<file path="src/rtl/uart_pkt_rx.sv">
// uart_pkt_rx: frames SYNC/LEN/payload/CSUM packets from a UART byte stream.
// Define UART_PKT_TIMEOUT_EN to enable the inter-byte idle timeout.
module uart_pkt_rx #(
    parameter int unsigned MAX_LEN        = 16,
    parameter logic [7:0]  SYNC_BYTE      = 8'hA5,
    parameter int unsigned TIMEOUT_CYCLES = 1000
) (
    input  logic       clk,
    input  logic       rst,
    input  logic [7:0] i_data,
    input  logic       i_vld,
    output logic [7:0] o_data,
    output logic       o_vld,
    input  logic       i_rdy,
    output logic       o_last,
    output logic       o_err,
    output logic [1:0] o_err_code
);

    localparam int unsigned IW = $clog2(MAX_LEN + 1);
    localparam int unsigned AW = (MAX_LEN > 1) ? $clog2(MAX_LEN) : 1;

    typedef enum logic [2:0] {
        S_SYNC,
        S_LEN,
        S_PAY,
        S_CSUM,
        S_DRAIN
    } state_t;

    state_t        state_q;
    logic [IW-1:0] len_q;
    logic [IW-1:0] wr_q;
    logic [IW-1:0] rd_q;
    logic [7:0]    csum_q;
    logic [7:0]    data_q;
    logic          vld_q;
    logic          last_q;
    logic          err_q;
    logic [1:0]    code_q;
    logic [7:0]    mem_q [MAX_LEN];

    logic [IW-1:0] wr_d;
    logic [IW-1:0] rd_d;
    logic [IW-1:0] last_idx;
    logic          len_ok;
    logic          xfer;

    assign wr_d     = wr_q + IW'(1);
    assign rd_d     = rd_q + IW'(1);
    assign last_idx = len_q - IW'(1);
    assign len_ok   = (i_data != 8'd0) && (32'(i_data) <= MAX_LEN);
    assign xfer     = vld_q && i_rdy;

    assign o_data     = data_q;
    assign o_vld      = vld_q;
    assign o_last     = last_q;
    assign o_err      = err_q;
    assign o_err_code = code_q;

`ifdef UART_PKT_TIMEOUT_EN
    localparam int unsigned TW = $clog2(TIMEOUT_CYCLES + 1);
    logic [TW-1:0] tmo_q;
    logic          tmo_hit;
    logic          busy;
    assign tmo_hit = (tmo_q == TW'(TIMEOUT_CYCLES - 1));
    assign busy    = (state_q == S_LEN) || (state_q == S_PAY) ||
                     (state_q == S_CSUM);
`else
    logic unused_tmo;
    assign unused_tmo = |TIMEOUT_CYCLES;
`endif

    // Payload buffer; contents are intentionally not reset
    always_ff @(posedge clk) begin
        if (state_q == S_PAY && i_vld) begin
            mem_q[wr_q[AW-1:0]] <= i_data;
        end
    end

    // Packet parser FSM with registered stream and error outputs
    always_ff @(posedge clk) begin
        if (rst) begin
            state_q <= S_SYNC;
            len_q   <= '0;
            wr_q    <= '0;
            rd_q    <= '0;
            csum_q  <= '0;
            vld_q   <= 1'b0;
            last_q  <= 1'b0;
            err_q   <= 1'b0;
            code_q  <= 2'd0;
`ifdef UART_PKT_TIMEOUT_EN
            tmo_q   <= '0;
`endif
        end else begin
            err_q <= 1'b0;
            unique case (state_q)
                S_SYNC: begin
                    if (i_vld && i_data == SYNC_BYTE) begin
                        state_q <= S_LEN;
                    end
                end
                S_LEN: begin
                    if (i_vld) begin
                        if (len_ok) begin
                            len_q   <= IW'(i_data);
                            csum_q  <= i_data;
                            wr_q    <= '0;
                            state_q <= S_PAY;
                        end else begin
                            err_q   <= 1'b1;
                            code_q  <= 2'd0;
                            state_q <= S_SYNC;
                        end
                    end
                end
                S_PAY: begin
                    if (i_vld) begin
                        csum_q <= csum_q ^ i_data;
                        wr_q   <= wr_d;
                        if (wr_d == len_q) begin
                            state_q <= S_CSUM;
                        end
                    end
                end
                S_CSUM: begin
                    if (i_vld) begin
                        if (i_data == csum_q) begin
                            state_q <= S_DRAIN;
                            rd_q    <= '0;
                            data_q  <= mem_q[0];
                            vld_q   <= 1'b1;
                            last_q  <= (len_q == IW'(1));
                        end else begin
                            err_q   <= 1'b1;
                            code_q  <= 2'd1;
                            state_q <= S_SYNC;
                        end
                    end
                end
                S_DRAIN: begin
                    if (i_vld) begin
                        err_q  <= 1'b1;
                        code_q <= 2'd2;
                    end
                    if (xfer) begin
                        if (last_q) begin
                            state_q <= S_SYNC;
                            vld_q   <= 1'b0;
                            last_q  <= 1'b0;
                            rd_q    <= '0;
                        end else begin
                            rd_q   <= rd_d;
                            data_q <= mem_q[rd_d[AW-1:0]];
                            last_q <= (rd_d == last_idx);
                        end
                    end
                end
                default: state_q <= S_SYNC;
            endcase
`ifdef UART_PKT_TIMEOUT_EN
            if (busy && !i_vld) begin
                if (tmo_hit) begin
                    tmo_q   <= '0;
                    err_q   <= 1'b1;
                    code_q  <= 2'd3;
                    state_q <= S_SYNC;
                end else begin
                    tmo_q <= tmo_q + TW'(1);
                end
            end else begin
                tmo_q <= '0;
            end
`endif
        end
    end

endmodule
</file>
<file path="config.mk">
export PLATFORM = sky130hd
export DESIGN_NAME = uart_pkt_rx
export DESIGN_NICKNAME = d
export VERILOG_FILES = /design/src/rtl/uart_pkt_rx.sv
export SDC_FILE = /design/constraint.sdc
export NUM_CORES = 1
export LEC_CHECK = 0
export ABC_AREA = 1
export BUFFER_PORTS_ARGS = -buffer_cell sky130_fd_sc_hd__buf_2
export CORE_UTILIZATION = 40
export DETAILED_ROUTE_END_ITERATION = 7
export PLACE_DENSITY = 0.63
export SLEW_MARGIN = 20
export SYNTH_ARGS = -nofsm -noshare
export SYNTH_HDL_FRONTEND = slang
export SYNTH_SLANG_ARGS = --single-unit
</file>
<file path="constraint.sdc">
create_clock -name clk -period 5.59 [get_ports clk]
set_input_delay 0.2795 -clock clk [delete_from_list [all_inputs] [get_ports clk]]
set_output_delay 0.2795 -clock clk [all_outputs]
set_load 0.05 [all_outputs]
</file>
== Word-level counts from Yosys, hierarchy flattened ==
Memories as Yosys holds them, arrays and structs flattened.
Cells that the tools add are included.
Storage, ports and cells
  bits in registers: 39
  memory bits (writable): 128
  input bits: 12
  output and inout bits: 13
  logic and storage cells: 107
  memories kept: 1
Memory list
  mem_q: depth 16, bits a word 8, rd ports 2, clocked after Yosys merged registers in 0, write ports 1, line 41  | logic [7:0] mem_q [MAX_LEN];
Operators by class
  add/subtract/negate cells: 3
  magnitude comparators: 1
  eq/ne operators: 22
  multiplexer cells: 52
  bitwise operators: 2
  reduce and logical (&&, ||, !) cells: 16
Operator list (number)
  $mux W8: 7
  $mux W5: 7
  $pmux W8 S2: 2
  $mux W3: 8
  $ne A2 B2 Y1 const B: 12
  $pmux W5 S2: 2
  $mux W1: 15
  $pmux W3 S5: 1
  $mux W2: 6
  $reduce_and A6 Y1: 2
  $add A5 B1 Y5 const B: 2
  $eq A5 B5 Y1: 2
  $eq A8 B8 Y1: 1
  $eq A8 B8 Y1 const B: 1
  $le A8 B5 Y1 const B: 1
  $reduce_and A4 Y1: 2
  $reduce_bool A8 Y1: 1
  $xor A8 B8 Y8: 1
  $reduce_and A7 Y1: 1
  $eq A3 B2 Y1 const B: 2
  $pmux W2 S3: 1
  $eq A5 B1 Y1 const B: 1
  $reduce_and A5 Y1: 1
  $sub A5 B1 Y5 const B: 1
  other kinds (11): 16

== Longest topological paths before layout ==
  word-level depth: 5
  gate-level depth with buffers: 11
  depth with buffers taken out: 11

== Worst setup path after synthesis ==
No wires, ideal clock.
  path type: reg2reg
  start: register vld_q (netlist: o_vld)
  end: register data_q[0] (netlist: o_data[0]) (enable)
  setup time: 0.386 ns
  data arrival time: 1.822 ns
  data required time: 5.204 ns
  path slack: 3.381 ns
  stages on the path, launching flop included: 6
  path buffers: 0
  clock period less this slack: 2.209 ns
  path through: dfxtp_1 -> a21oi_1 -> o21bai_1 -> inv_1 -> nand2_4 -> a211oi_1
Between the ends
  cells in the longest elaborated chain, start to end: 3
Ends and longest elaborated chain
  from (decl): line 37  | logic vld_q;
  from (signal assigned): line 89  | vld_q <= 1'b0;
  from (signal assigned): line 133  | vld_q <= 1'b1;
  from (signal assigned): line 150  | vld_q <= 1'b0;
  $logic_and A1 B1 Y1: line 53  | assign xfer = vld_q && i_rdy;
  $ne A2 B2 Y1 (no source line)
  $reduce_and A6 Y1 (no source line)
  to (signal assigned): line 132  | data_q <= mem_q[0];
  to (signal assigned): line 155  | data_q <= mem_q[rd_d[AW-1:0]];
  to (decl): line 36  | logic [7:0] data_q;
Every way passes these cells.
A chain may end at the register's enable or synchronous reset.

== Worst setup path in the final report ==
  start: register rd_q[0]
  end: register data_q[2] (netlist: o_data[2]), data pin
Between the ends
  cells in the longest elaborated chain, start to end: 5
Ends and longest elaborated chain
  from (decl): line 34  | logic [IW-1:0] rd_q;
  from (signal assigned): line 154  | rd_q <= rd_d;
  $add A5 B1 Y5: line 50  | assign rd_d = rd_q + IW'(1);
  $mem_v2 Z16 W8
  $mux W8: line 148  | if (last_q) begin
  $mux W8: line 147  | if (xfer) begin
  $pmux W8 S2: line 98  | unique case (state_q)
Every way passes these cells. The select of a mux whose other input is x is not followed.

==> out/qor.csv <==
metric,value,unit
status,completed,
hold_ws,0.1955,ns
number of synthesized flops with an enable pin,136,
Post-Route WL,17660,um
Hold Crit Class,in2reg,
Synthesis Warnings,0,
Die Span Y,137.4,um
"commonest non-fill, non-tap cell in the layout",nor2_1,
TNS Setup,0,ns
register area share after synthesis,64.13,%
row cnt,49,
RSZ-0062 raised after global routing,false,
most frequent cells in the layout,"nor2_1, edfxtp_1, o21ai_0",
Slew @ Worst Pin,1.111,ns
max incr delay on CP,0.72,ns
crit path cell chain,buf_4 -> ha_2 -> buf_4 -> o21ai_0 -> o211ai_1 -> nand3_1 -> a31oi_1,
grt total ovfl,0,
crit-path max FO,70,
slew margin rel.,25.65,%
cts bufs inserted,17,
Final min period,3.048,ns
post-route ant nets,0,
slowest CP cell,ha_2,
"Avg Cell Area, Syn",10.30,um2
layout cells sized above 1,10.69,%
GPL Wtd Cong,0.8371,
Area contributors post-synth,"edfxtp_1, nor2_1, dfxtp_1, o21ai_0, nand2_1",
global-route usage over all layers,19.96,%
hold_buf cts,0,
vias,5175,
vias in the first global route,4853,
Yosys top cell by area,edfxtp_1,
initial antenna violation count,0,
post-synthesis sequential element count,167,
max frequency,328.1,MHz
async set-reset flop share out of synthesis,0,%
CTS tree,yes,
post-DP HPWL,10840,um
PostCTS Resize Cnt,0,
port bufs,24,
VDD IR max,0.0002398,V
PD cells,340.9,nW/um2
final period utilization,54.52,%
Initial Utilization,40.84,%
Nets,745,
core area,17960,um2
Synth top area share,55.67,%
"CTS clk-pin slew, worst paths",0.07,ns
I/O Pins,25,
Mapped Area,7336,um2
first-pass GRT wire length,27340,um
syn nets,731,
Remaining DRCs,0,
Crit path top cell by count,buf_4,
fillcell total,1668,
drt via density,5.346,
crit path kind,reg2reg,
total iterations of the first detailed-routing run,5,
Finish-stage setup viols,0,
final hold vios,0,
Syn Inst Count,712,
clk_lat worst skew,0.43,ns
initial DRC count,563,
largest net degree at the start of global routing,71,
Critical Path AT,3.32,ns
clock sink count,167,
n_diodes,0,
Die ar.,18890,um2
count of different cell masters after synthesis,28,
Area Overhead vs Synth,12.64,%
H-tree depth,4,
post-CTS setup buffer count,0,
Die X,137.4,um
post-DR wirelength/cell,18.24,um
Max Cap Violations,0,
multi-input combinational cell area,2361,um2
Final Max Tran Viols,0,
Worst setup SP type,register,
Setup Skew,0.01111,ns
"Req. time, crit path",5.86,ns
Sequential cell area,4706,um2
endpoint class of the critical path,register,
ys flop type,edfxtp_1,
leakage,2.862,nW
clock tree root driver cell,clkbuf_16,
clock buffer depth,2,
worst paths after layout:
check,startpoint,cells after the start,endpoint,slack (ns)
worst max-delay path,rd_q[0],7,o_data[2],2.54
worst min register to register,o_err_code[1],2,o_err_code[1],0.46
worst max register to register,rd_q[0],7,o_data[2],2.54
worst min-delay path,i_vld,3,o_err_code[1],0.20
cells by family after synthesis:
kind of cell	synth area share, %
simple gates	16.78
flops	64.13
compound gates	11.39
buf+inv	3.855
xor+xnor	2.644
fa+ha+maj	1.194
metrics by stage:
stage                     setup slack (ns)  total power, mW  utilization [%]  std cells  cell area [um2]
after floorplan                      3.381            1.564                -        712             7336
after global placement               2.628            1.616            42.49        936             7632
after detailed placement             2.587            1.619            42.50        936             7635
after CTS                            2.573            2.827            45.98        968             8260
after global routing                 2.370            2.918            46.00        968             8263
final                                2.542            2.817            46.00        968             8263
cell usage after synthesis (all sizes together), types with 6 or more instances:
cell	number
nand3	35
buf	17
ha	7
inv	35
dfxtp	31
a21oi	19
clkbuf	16
nor2	177
edfxtp	136
nand2	77
xnor2	14
o211ai	32
xor2	6
a31oi	8
o21ai	87
nand4	8
routing by layer:
metal	part of all wire [%]	vias up	GRT usage, %
li1	-	2504	-
met1	46	2497	27.38
met2	47	150	31.77
met3	5.1	24	3.348
met4	1.3	0	7.265
met5	0	-	0
critical path, delay by kind of cell (launching register included):
kind | cells | cell delay (ns)
flops | 1 | 0.31
buf+inv | 2 | 0.99
simple gates | 1 | 0.13
fa+ha+maj | 1 | 0.72
compound gates | 3 | 0.72
flip-flops by register name (all words and copies together) (netlist names):
signal,count
wr_q,5
o_data,8
o_err,1
o_err_code,2
o_last,1
mem_q,128
state_q,3
o_vld,1
csum_q,8
len_q,5
rd_q,5
report_power, final:
group	total, mW	internal (mW)	switching, mW
registers	1.39	1.37	0.0187
clock network	1.22	0.684	0.540
logic	0.205	0.0619	0.143
total	2.82	2.11	0.702
cell type report:
cell class / instances / share of cell area (%)
well taps: 229 / 3.468
multi-input cells: 477 / 28.57
clock inverters: 15 / 2.423
repair buffers: 28 / 1.817
inverters: 35 / 1.620
clock buffers: 17 / 5.148
flip-flops and latches: 167 / 56.95
(Power assumes the default switching activity.)
